==> src/rtl/ps2_rx.sv <==
// PS/2 device-to-host receiver: 2-FF sync + deglitch filter, 11-bit frame decode, show-ahead byte FIFO.
// Ports: clk_sys/reset (async, active-high), ps2_clk/ps2_data (async lines), rx_rd/rx_data/rx_valid (FIFO pop side),
//        parity_err/frame_err/overflow (1-cycle pulses). Byte is pushed the cycle after the stop-bit falling edge.
module ps2_rx #(
    parameter int FIFO_BITS = 2,
    parameter int FILT      = 8,
    parameter int TIMEOUT   = 20000
) (
    input  logic       clk_sys,
    input  logic       reset,
    input  logic       ps2_clk,
    input  logic       ps2_data,
    input  logic       rx_rd,
    output logic [7:0] rx_data,
    output logic       rx_valid,
    output logic       parity_err,
    output logic       frame_err,
    output logic       overflow
);

    localparam int DEPTH = 1 << FIFO_BITS;
    localparam int FW    = $clog2(FILT + 1);
    localparam int TW    = $clog2(TIMEOUT + 1);

    typedef enum logic [1:0] {S_IDLE, S_DATA, S_PARITY, S_STOP} state_t;

    // ------------------------------------------------------------------
    // Input path: index 0 = ps2_clk, index 1 = ps2_data
    // ------------------------------------------------------------------
    logic [1:0]    sync1_q, sync2_q, filt_q, filt_d;
    logic [FW-1:0] fcnt_q [2];
    logic [FW-1:0] fcnt_d [2];
    logic          clk_dly_q;
    logic          fe;
    logic          dat;

    // A line's filtered value flips only on the FILT-th consecutive
    // synchronized sample that disagrees with it; any agreeing sample
    // restarts the run.
    always_comb begin
        for (int i = 0; i < 2; i++) begin
            filt_d[i] = filt_q[i];
            fcnt_d[i] = '0;
            if (sync2_q[i] != filt_q[i]) begin
                if (fcnt_q[i] == FW'(FILT - 1)) begin
                    filt_d[i] = sync2_q[i];
                end else begin
                    fcnt_d[i] = fcnt_q[i] + FW'(1);
                end
            end
        end
    end

    always_ff @(posedge clk_sys or posedge reset) begin
        if (reset) begin
            sync1_q   <= 2'b11;
            sync2_q   <= 2'b11;
            filt_q    <= 2'b11;
            fcnt_q[0] <= '0;
            fcnt_q[1] <= '0;
            clk_dly_q <= 1'b1;
        end else begin
            sync1_q   <= {ps2_data, ps2_clk};
            sync2_q   <= sync1_q;
            filt_q    <= filt_d;
            fcnt_q[0] <= fcnt_d[0];
            fcnt_q[1] <= fcnt_d[1];
            clk_dly_q <= filt_q[0];
        end
    end

    assign fe  = clk_dly_q & ~filt_q[0];
    assign dat = filt_q[1];

    // ------------------------------------------------------------------
    // Frame FSM
    // ------------------------------------------------------------------
    state_t        state_q, state_d;
    logic [2:0]    bit_cnt_q, bit_cnt_d;
    logic [7:0]    shift_q, shift_d;
    logic          par_q, par_d;
    logic [TW-1:0] tmo_q, tmo_d;
    logic          push_q, push_d;
    logic          perr_q, perr_d;
    logic          ferr_q, ferr_d;
    logic          abort;

    // Timeout only fires in a cycle without a falling edge, so it never
    // competes with a stop-bit decision.
    assign abort = (state_q != S_IDLE) && !fe && (tmo_q == TW'(TIMEOUT - 1));

    always_comb begin
        state_d   = state_q;
        bit_cnt_d = bit_cnt_q;
        shift_d   = shift_q;
        par_d     = par_q;
        push_d    = 1'b0;
        perr_d    = 1'b0;
        ferr_d    = 1'b0;
        tmo_d     = (state_q == S_IDLE || fe) ? '0 : tmo_q + TW'(1);

        if (abort) begin
            state_d = S_IDLE;
            ferr_d  = 1'b1;
        end else if (fe) begin
            case (state_q)
                S_IDLE: begin
                    if (!dat) begin
                        state_d   = S_DATA;
                        bit_cnt_d = 3'd0;
                    end
                end
                S_DATA: begin
                    shift_d = {dat, shift_q[7:1]};
                    if (bit_cnt_q == 3'd7) begin
                        state_d = S_PARITY;
                    end else begin
                        bit_cnt_d = bit_cnt_q + 3'd1;
                    end
                end
                S_PARITY: begin
                    par_d   = dat;
                    state_d = S_STOP;
                end
                S_STOP: begin
                    state_d = S_IDLE;
                    if (!dat) begin
                        ferr_d = 1'b1;
                    end else if (^{shift_q, par_q}) begin
                        push_d = 1'b1;
                    end else begin
                        perr_d = 1'b1;
                    end
                end
                default: state_d = S_IDLE;
            endcase
        end
    end

    always_ff @(posedge clk_sys or posedge reset) begin
        if (reset) begin
            state_q   <= S_IDLE;
            bit_cnt_q <= 3'd0;
            shift_q   <= 8'h00;
            par_q     <= 1'b0;
            tmo_q     <= '0;
            push_q    <= 1'b0;
            perr_q    <= 1'b0;
            ferr_q    <= 1'b0;
        end else begin
            state_q   <= state_d;
            bit_cnt_q <= bit_cnt_d;
            shift_q   <= shift_d;
            par_q     <= par_d;
            tmo_q     <= tmo_d;
            push_q    <= push_d;
            perr_q    <= perr_d;
            ferr_q    <= ferr_d;
        end
    end

    assign parity_err = perr_q;
    assign frame_err  = ferr_q;

    // ------------------------------------------------------------------
    // Show-ahead FIFO. shift_q still holds the finished byte during the
    // push cycle: a new frame only touches it on its first data bit.
    // ------------------------------------------------------------------
    logic [7:0]           mem_q [DEPTH];
    logic [FIFO_BITS-1:0] wr_ptr_q, rd_ptr_q;
    logic [FIFO_BITS:0]   cnt_q, cnt_d;
    logic                 full, pop, wr_en;
    logic                 ovf_q;

    assign full     = (cnt_q == (FIFO_BITS + 1)'(DEPTH));
    assign rx_valid = (cnt_q != '0);
    assign pop      = rx_rd & rx_valid;
    // When full, a same-cycle pop frees the head slot, which is exactly
    // the slot wr_ptr points at, so the write is safe.
    assign wr_en    = push_q & (~full | pop);

    always_comb begin
        cnt_d = cnt_q;
        if (wr_en && !pop) begin
            cnt_d = cnt_q + (FIFO_BITS + 1)'(1);
        end else if (!wr_en && pop) begin
            cnt_d = cnt_q - (FIFO_BITS + 1)'(1);
        end
    end

    always_ff @(posedge clk_sys) begin
        if (wr_en) begin
            mem_q[wr_ptr_q] <= shift_q;
        end
    end

    always_ff @(posedge clk_sys or posedge reset) begin
        if (reset) begin
            wr_ptr_q <= '0;
            rd_ptr_q <= '0;
            cnt_q    <= '0;
            ovf_q    <= 1'b0;
        end else begin
            if (wr_en) begin
                wr_ptr_q <= wr_ptr_q + FIFO_BITS'(1);
            end
            if (pop) begin
                rd_ptr_q <= rd_ptr_q + FIFO_BITS'(1);
            end
            cnt_q <= cnt_d;
            ovf_q <= push_q & full & ~pop;
        end
    end

    assign rx_data  = rx_valid ? mem_q[rd_ptr_q] : 8'h00;
    assign overflow = ovf_q;

endmodule
==> config.mk <==
export PLATFORM = sky130hd
export DESIGN_NAME = ps2_rx
export DESIGN_NICKNAME = d
export VERILOG_FILES = /design/src/rtl/ps2_rx.sv
export SDC_FILE = /design/constraint.sdc
export NUM_CORES = 1
export LEC_CHECK = 0
export CAP_MARGIN = 15
export CORE_ASPECT_RATIO = 0.5
export CORE_UTILIZATION = 64
export DETAILED_ROUTE_END_ITERATION = 10
export PLACE_DENSITY = 0.84
export SETUP_SLACK_MARGIN = 0.2
export SLEW_MARGIN = 10
export SYNTH_ARGS = -nofsm -noshare
export SYNTH_HDL_FRONTEND = slang
export SYNTH_SLANG_ARGS = --single-unit
==> constraint.sdc <==
create_clock -name clk_sys -period 4.5 [get_ports clk_sys]
set_input_delay 1.35 -clock clk_sys [delete_from_list [all_inputs] [get_ports clk_sys]]
set_output_delay 1.35 -clock clk_sys [all_outputs]
set_load 0.005 [all_outputs]
==> results of run 1 <==
## flip-flops by register name, indices dropped and copies added, names as in the netlist, 2 cells and up
register and cells:
bit_cnt_q 3, cnt_q 3, fcnt_q 8, filt_q 2, mem_q 32, rd_ptr_q 2, shift_q 8, state_q 2
sync1_q 2, sync2_q 2, tmo_q 15, wr_ptr_q 2
## final timing paths
check	start	endpoint	slack (ns)	cells after the start
worst max-delay path	rd_ptr_q[0]	rx_data[1]	0.88	3
worst min-delay path	sync1_q[0]	sync2_q[0]	0.36	0
worst max register to register	cnt_q[0]	cnt_q[2]	2.23	8
worst min register to register	sync1_q[0]	sync2_q[0]	0.36	0
max in group asynchronous	reset	tmo_q[12]	2.47	2
min in group asynchronous	reset	fcnt_q[4]	1.51	2
## per-layer routing
layer  wire, um  up-vias  part of all wire (%)
li1           -     1000                     -
met1       2740     1108                    42
met2       3520       32                    54
met3        216        5                   3.3
met4         30        0                  0.46
met5          0        -                     0
## placed cells by master (no fill, tap or decap), types with 2 or more instances in the layout
cell type / n
nor4_1: 3
nand4_1: 5
dfstp_2: 7
nand2b_1: 2
nor2b_1: 4
nand2_1: 17
clkbuf_16: 9
nor2_1: 20
nor3_1: 6
xnor2_1: 18
edfxtp_1: 32
mux2_2: 12
a21oi_1: 3
nor2_2: 2
inv_1: 7
dfrtp_1: 48
mux4_2: 8
o21ai_0: 5
nor4b_1: 2
nand3_1: 10
clkinv_2: 2
or3_1: 2
xor2_1: 9
and2_1: 13
ha_1: 15
clkdlybuf4s50_1: 16
## power by group
group | internal (mW) | total, mW | switching, mW | leakage [nW]
Combinational | 0.254 | 0.484 | 0.230 | 0.629
Clock | 0.431 | 0.732 | 0.301 | 0.141
Sequential | 0.921 | 1.05 | 0.126 | 0.995
Total | 1.61 | 2.26 | 0.658 | 1.77
## cells by family after synthesis
| group | after synthesis |
|---|---|
| buf+inv | 17 |
| fa+ha+maj | 16 |
| mux | 21 |
| compound gates | 11 |
| xor+xnor | 29 |
| simple gates | 95 |
| flops | 87 |
## synth_stat cells, types with 2 or more instances
cell type / instances
nor3_1: 6
nand2_1: 17
ha_1: 15
and2_1: 13
mux4_2: 8
nor2_1: 20
dfstp_2: 7
nand3_1: 10
or3_1: 2
inv_1: 8
mux2_2: 12
a21oi_1: 3
nor4b_1: 2
nand4_1: 5
clkbuf_1: 3
edfxtp_1: 32
dfrtp_1: 48
nor4_1: 3
nand2b_1: 2
xor2_1: 9
o21ai_0: 5
xnor2_1: 18
nor2_2: 2
buf_2: 4
nor2b_1: 4
## final cells by class
class	count	area, um2
flip-flops and latches	87	2350
multi-input cells	172	1400
fillers	322	1290
clock buffers	9	225
repair buffers	16	160
well taps	73	91.3
clock inverters	7	71.3
inverters	8	31.3
## through the flow
stage               cells  cell area (um2)  worst slack, ns  power, mW
finish                372             4320            0.883       2.26
global route          372             4320            0.778       2.37
CTS                   372             4320            0.838       2.28
detailed placement    356             4020            0.974       1.54
global placement      356             4020             1.10       1.51
floorplan             276             3820             1.58       1.39
==> impl_results.md, run 1 <==
* Result of the run: finished with violations
* Failing checks: design-rule violations
* Maximum fanout along the worst path at 10
* Total number of placement rows at 19
* Clock Sink Count at 87
* Static Leak at ~1.8 nW
* Launching element type of the critical path: flop
* DRC viols at 6
* Area inside the core boundary at about 5600 um2
* Minimum hold slack at 0.357 ns
* Antenna diode count at 0
* Register area share after synthesis at slightly above 60%
* Number of cells produced by synthesis at 276
* Total die area at around 6300 um2
* Setup repair after global routing missed its margin: false
* Busiest layer in global routing: met2
* Detailed Route WL at ~6500 um
* Share of the clock period used by the worst path at approximately four fifths
* Async set-or-reset flop fraction in the synthesized netlist at 63.2%
* Number of levels in the clock H-tree at 3
* Max-capacitance violation count at 0
* Setup violation total in the final timing report at 0
* Top Ports at 17
* Cell area after synthesis at between 3000 and 4000 um2
* Dominant combinational cell family by area after synthesis: simple AND/OR/NAND/NOR gates
* Post-CTS sizing at 0
* Met1 usage in global routing at a little over a quarter
* Clk slew on worst S/H paths at roughly 0.06 ns
* Pre-antenna DRT Iters at 7
* Number of nets in the synthesized netlist at between 200 and 300
* Clock Tree Root: clkbuf_16
* Kind of critical path: reg2out
* Number of port buffers at 16
* Critical path buffer and inverter count at 1
* Timing-limited maximum frequency at 277 MHz
* Clock tree from TritonCTS: built
* Last weighted congestion value of the routability-driven placer at ~0.76
* Clock latency reported for the late side of the worst-skew pair at around 0.34 ns
* Power per cell area at around 520 nW/um2
* Crit path capture type: output port
* Cell Chain, Critical Path: mux4_2 > and2_1 > clkdlybuf4s50_1
* Required time worst endpoint at between 3 and 4 ns
* Number of enable-type register cells in the synthesized netlist at 32
* Peak supply drop at 240 uV
* Synthesis-to-layout area growth at 13.1%
* Starting DRT DRC Count at 156
* Slowest cell on crit path: dfrtp_1
* Most area-hungry cell type in the Yosys netlist: dfrtp_1
* Count of distinct cell types in the synthesized netlist at 43
* Grt ovf at 0
* Most common flop cell mapped by yosys: dfrtp_1
* Largest clock skew in the final design at 0.00579 ns
* Postcts setup bufs at 0
* Post-DR wirelength/cell at approximately 17 um
* Area share of the largest cell type after synthesis at a little under a third
* Share of the synthesized area in compound gates (AO/OA/AOI/OAI) at 1.67%
* First-pass GRT wire length at about 11000 um
* Signal arrival time at the worst endpoint at 2.27 ns
* Number of global-route vias before repair at 2287
* Remaining max-slew budget at the tightest pin at between 30% and 40%
* Hold-fix buffers, CTS at 0
* Detailed-route vias per instance at a little under 6
* Area share of and/or/nand/nor cells after synthesis at approximately 14%
* Met3 Usage GRT at 6.70%
* Overall track demand over capacity in global routing at 23.3%
* Initial core utilization at 68.1%
* Count of nets left with antenna violations after detail routing at 0
* TritonCTS buffer count at 9
* Met2 routing resource usage after global routing at 42.5%
* Die H at approximately 57 um
* End-of-flow core utilization at between 70% and 80%
* Type of the most critical hold path: reg2reg
* Bufs on Longest Clock Path at 2
* Layout cell share with drive strength beyond 1 at around 17%
* Total count of max-transition violations in the final report at 0
* CP delay by family, top: flip-flops
* Final HPWL DP at just over 4000 um
* Vias post-DR at about 2100
* Number of nets in the final layout at about 320
* Xor and xnor fraction of the mapped netlist area at 7.20%
* Adder-cell area share of the yosys netlist at around 5.4%
* Largest net degree at the start of global routing at 56
* Horiz. Die Dim at approximately 110 um
* Count of state elements after synthesis at 87
* Mean Syn Cell Area at between 10 and 15 um2
* Number of antenna violations at the first check in global routing at 0
* Worst stage delay on the critical path at about 0.7 ns
* Leading post-synthesis cells by cell area: dfrtp_1 31%, edfxtp_1 25%, ha_1 4.9%
* YS warnings at 0
* Actual slew at the worst max-slew pin at 0.907 ns
* Mux cell area share after synthesis at 8.51%
* Final setup TNS at 0 ns
* Crit path time final at 3.62 ns
* Number of hold-slack violations in the final timing report at 0
(Power assumes the default switching activity.)
==> run 2: changes to the inputs <==
Settings changed: CORE_UTILIZATION 64 to 60, PLACE_DENSITY 0.84 to 0.79.
Clock period 4.5 ns to 3.71 ns, I/O delays scaled along.
==> impl_results.md, run 2 (synthesis gave the netlist of run 1 again) <==
* Result of the run: finished clean
* Detailed-route vias per instance at about 5.3
* Power per cell area at 627 nW/um2
* Pre-antenna DRT Iters at 4
* Actual slew at the worst max-slew pin at between 0.6 and 0.7 ns
* Most common cell after layout, fill and taps aside: dfrtp_1
* Number of antenna violations at the first check in global routing at 0
* Clock Sink Count at 87
* Remaining max-slew budget at the tightest pin at a little under three fifths
* First-pass GRT wire length at approximately 10000 um
* Met2 routing resource usage after global routing at around 34%
* Launching element type of the critical path: flop
* Crit path capture type: output port
* Grt ovf at 0
* Total die area at 6710 um2
* Max-capacitance violation count at 0
* Area inside the core boundary at roughly 6100 um2
* Horiz. Die Dim at 115 um
* Hold-fix buffers, CTS at 0
* FF-to-FF End: cnt_q[2]
* Final HPWL DP at 3890 um
* Peak supply drop at 408 uV
* DRC viols at 0
* Starting DRT DRC Count at between 100 and 150
* Setup violation total in the final timing report at 0
* Required time worst endpoint at roughly 2.6 ns
* Post-CTS sizing at 0
* Initial core utilization at a little over three fifths
* TritonCTS buffer count at 9
* Detailed Route WL at 5980 um
* Synthesis-to-layout area growth at 13.7%
* Static Leak at roughly 1.8 nW
* Met1 usage in global routing at roughly a quarter
* Number of port buffers at 16
* Minimum hold slack at 0.359 ns
* Flop-to-flop setup slack at roughly 1.4 ns
* Overall track demand over capacity in global routing at between 20% and 30%
* Register name with the most flops: mem_q
* Layout cell share with drive strength beyond 1 at roughly 17%
* Worst R2R Path Depth at 8
* Number of levels in the clock H-tree at 3
* Clock latency reported for the late side of the worst-skew pair at around 0.34 ns
* Post-DR wirelength/cell at approximately 15 um
* Die H at ~58 um
* Worst path setup slack after routing at about 0.34 ns
* Count of nets left with antenna violations after detail routing at 0
* Maximum fanout along the worst path at 10
* Met3 Usage GRT at 6.80%
* Last weighted congestion value of the routability-driven placer at between 0.8 and 0.9
* Top Ports at 17
* Number of hold-slack violations in the final timing report at 0
* Critical R2R Launch: cnt_q[0]
* End of the critical path: rx_data[3]
* Pre-CTS worst setup slack at between 0.4 and 0.5 ns
* Kind of critical path: reg2out
* Busiest layer in global routing: met2
* Type of the most critical hold path: reg2reg
* Final setup TNS at 0 ns
* Number of global-route vias before repair at between 2000 and 2500
* Total count of max-transition violations in the final report at 0
* Bufs on Longest Clock Path at 2
* Number of flip-flops under the largest register name at 32
* Clk slew on worst S/H paths at about 0.06 ns
* Setup repair after global routing missed its margin: false
* Critical path launch point: rd_ptr_q[0]
* Number of nets in the final layout at between 300 and 400
* Postcts setup bufs at 0
* Crit path time final at 3.37 ns
* Timing-limited maximum frequency at slightly below 300 MHz
* Clock Tree Root: clkbuf_16
* Total number of placement rows at 20
* Commonest cells after routing, fill and taps aside: 48 x dfrtp_1, 32 x edfxtp_1, 20 x nor2_1
* Signal arrival time at the worst endpoint at around 2.3 ns
* End-of-flow core utilization at a little under three quarters
* Clock tree from TritonCTS: built
* Largest clock skew in the final design at between 0.006 and 0.007 ns
* Registers with the most flip-flops: mem_q x32, tmo_q x15
* Share of the clock period used by the worst path at a little over 90%
* Largest net degree at the start of global routing at 56
* Vias post-DR at ~2100
* Antenna diode count at 0
==> run 2: power by group <==
part	leakage [nW]	switching, mW	internal (mW)
clock network	0.136	0.353	0.521
registers	0.995	0.152	1.12
logic	0.634	0.274	0.309
total	1.77	0.778	1.95
==> run 2: worst min path at each step <==
| stage | end | from | slack, ns | cells past startpoint |
|---|---|---|---|---|
| final | sync2_q[1] | sync1_q[1] | 0.36 | 0 |
| after global routing | sync2_q[0] | sync1_q[0] | 0.36 | 0 |
| after CTS | sync2_q[1] | sync1_q[1] | 0.36 | 0 |
| after detailed placement | sync2_q[1] | sync1_q[1] | 0.35 | 0 |
| after global placement | sync2_q[1] | sync1_q[1] | 0.35 | 0 |
| after floorplan | sync2_q[0] | sync1_q[0] | 0.35 | 0 |
==> run 2: worst max-delay path, stage by stage, from the launching register on <==
cell and delay (ns):
dfrtp_1 0.72, mux4_2 0.58, and2_1 0.18, clkdlybuf4s50_1 0.44
==> run 2: metal layers <==
layer	share of wire [%]	vias up	wire (um)
met1	47	1022	2800
met4	1.8	0	106
met2	48	29	2890
met5	0	-	0
met3	3.2	12	189
li1	-	1012	-
==> run 2: layout make-up <==
class / count / area [um2]
clock buffers: 9 / 225
multi-input cells: 172 / 1400
fillers: 425 / 1760
repair buffers: 17 / 168
inverters: 8 / 30.0
clock inverters: 7 / 71.3
well taps: 88 / 110
flip-flops and latches: 87 / 2350
==> run 2: metrics by stage <==
stage               power [mW]  cells  area, um2
floorplan                 1.69    276       3820
detailed placement        1.87    372       4050
finish                    2.73    388       4350
global route              2.87    388       4350
CTS                       2.76    388       4350
global placement          1.84    372       4050
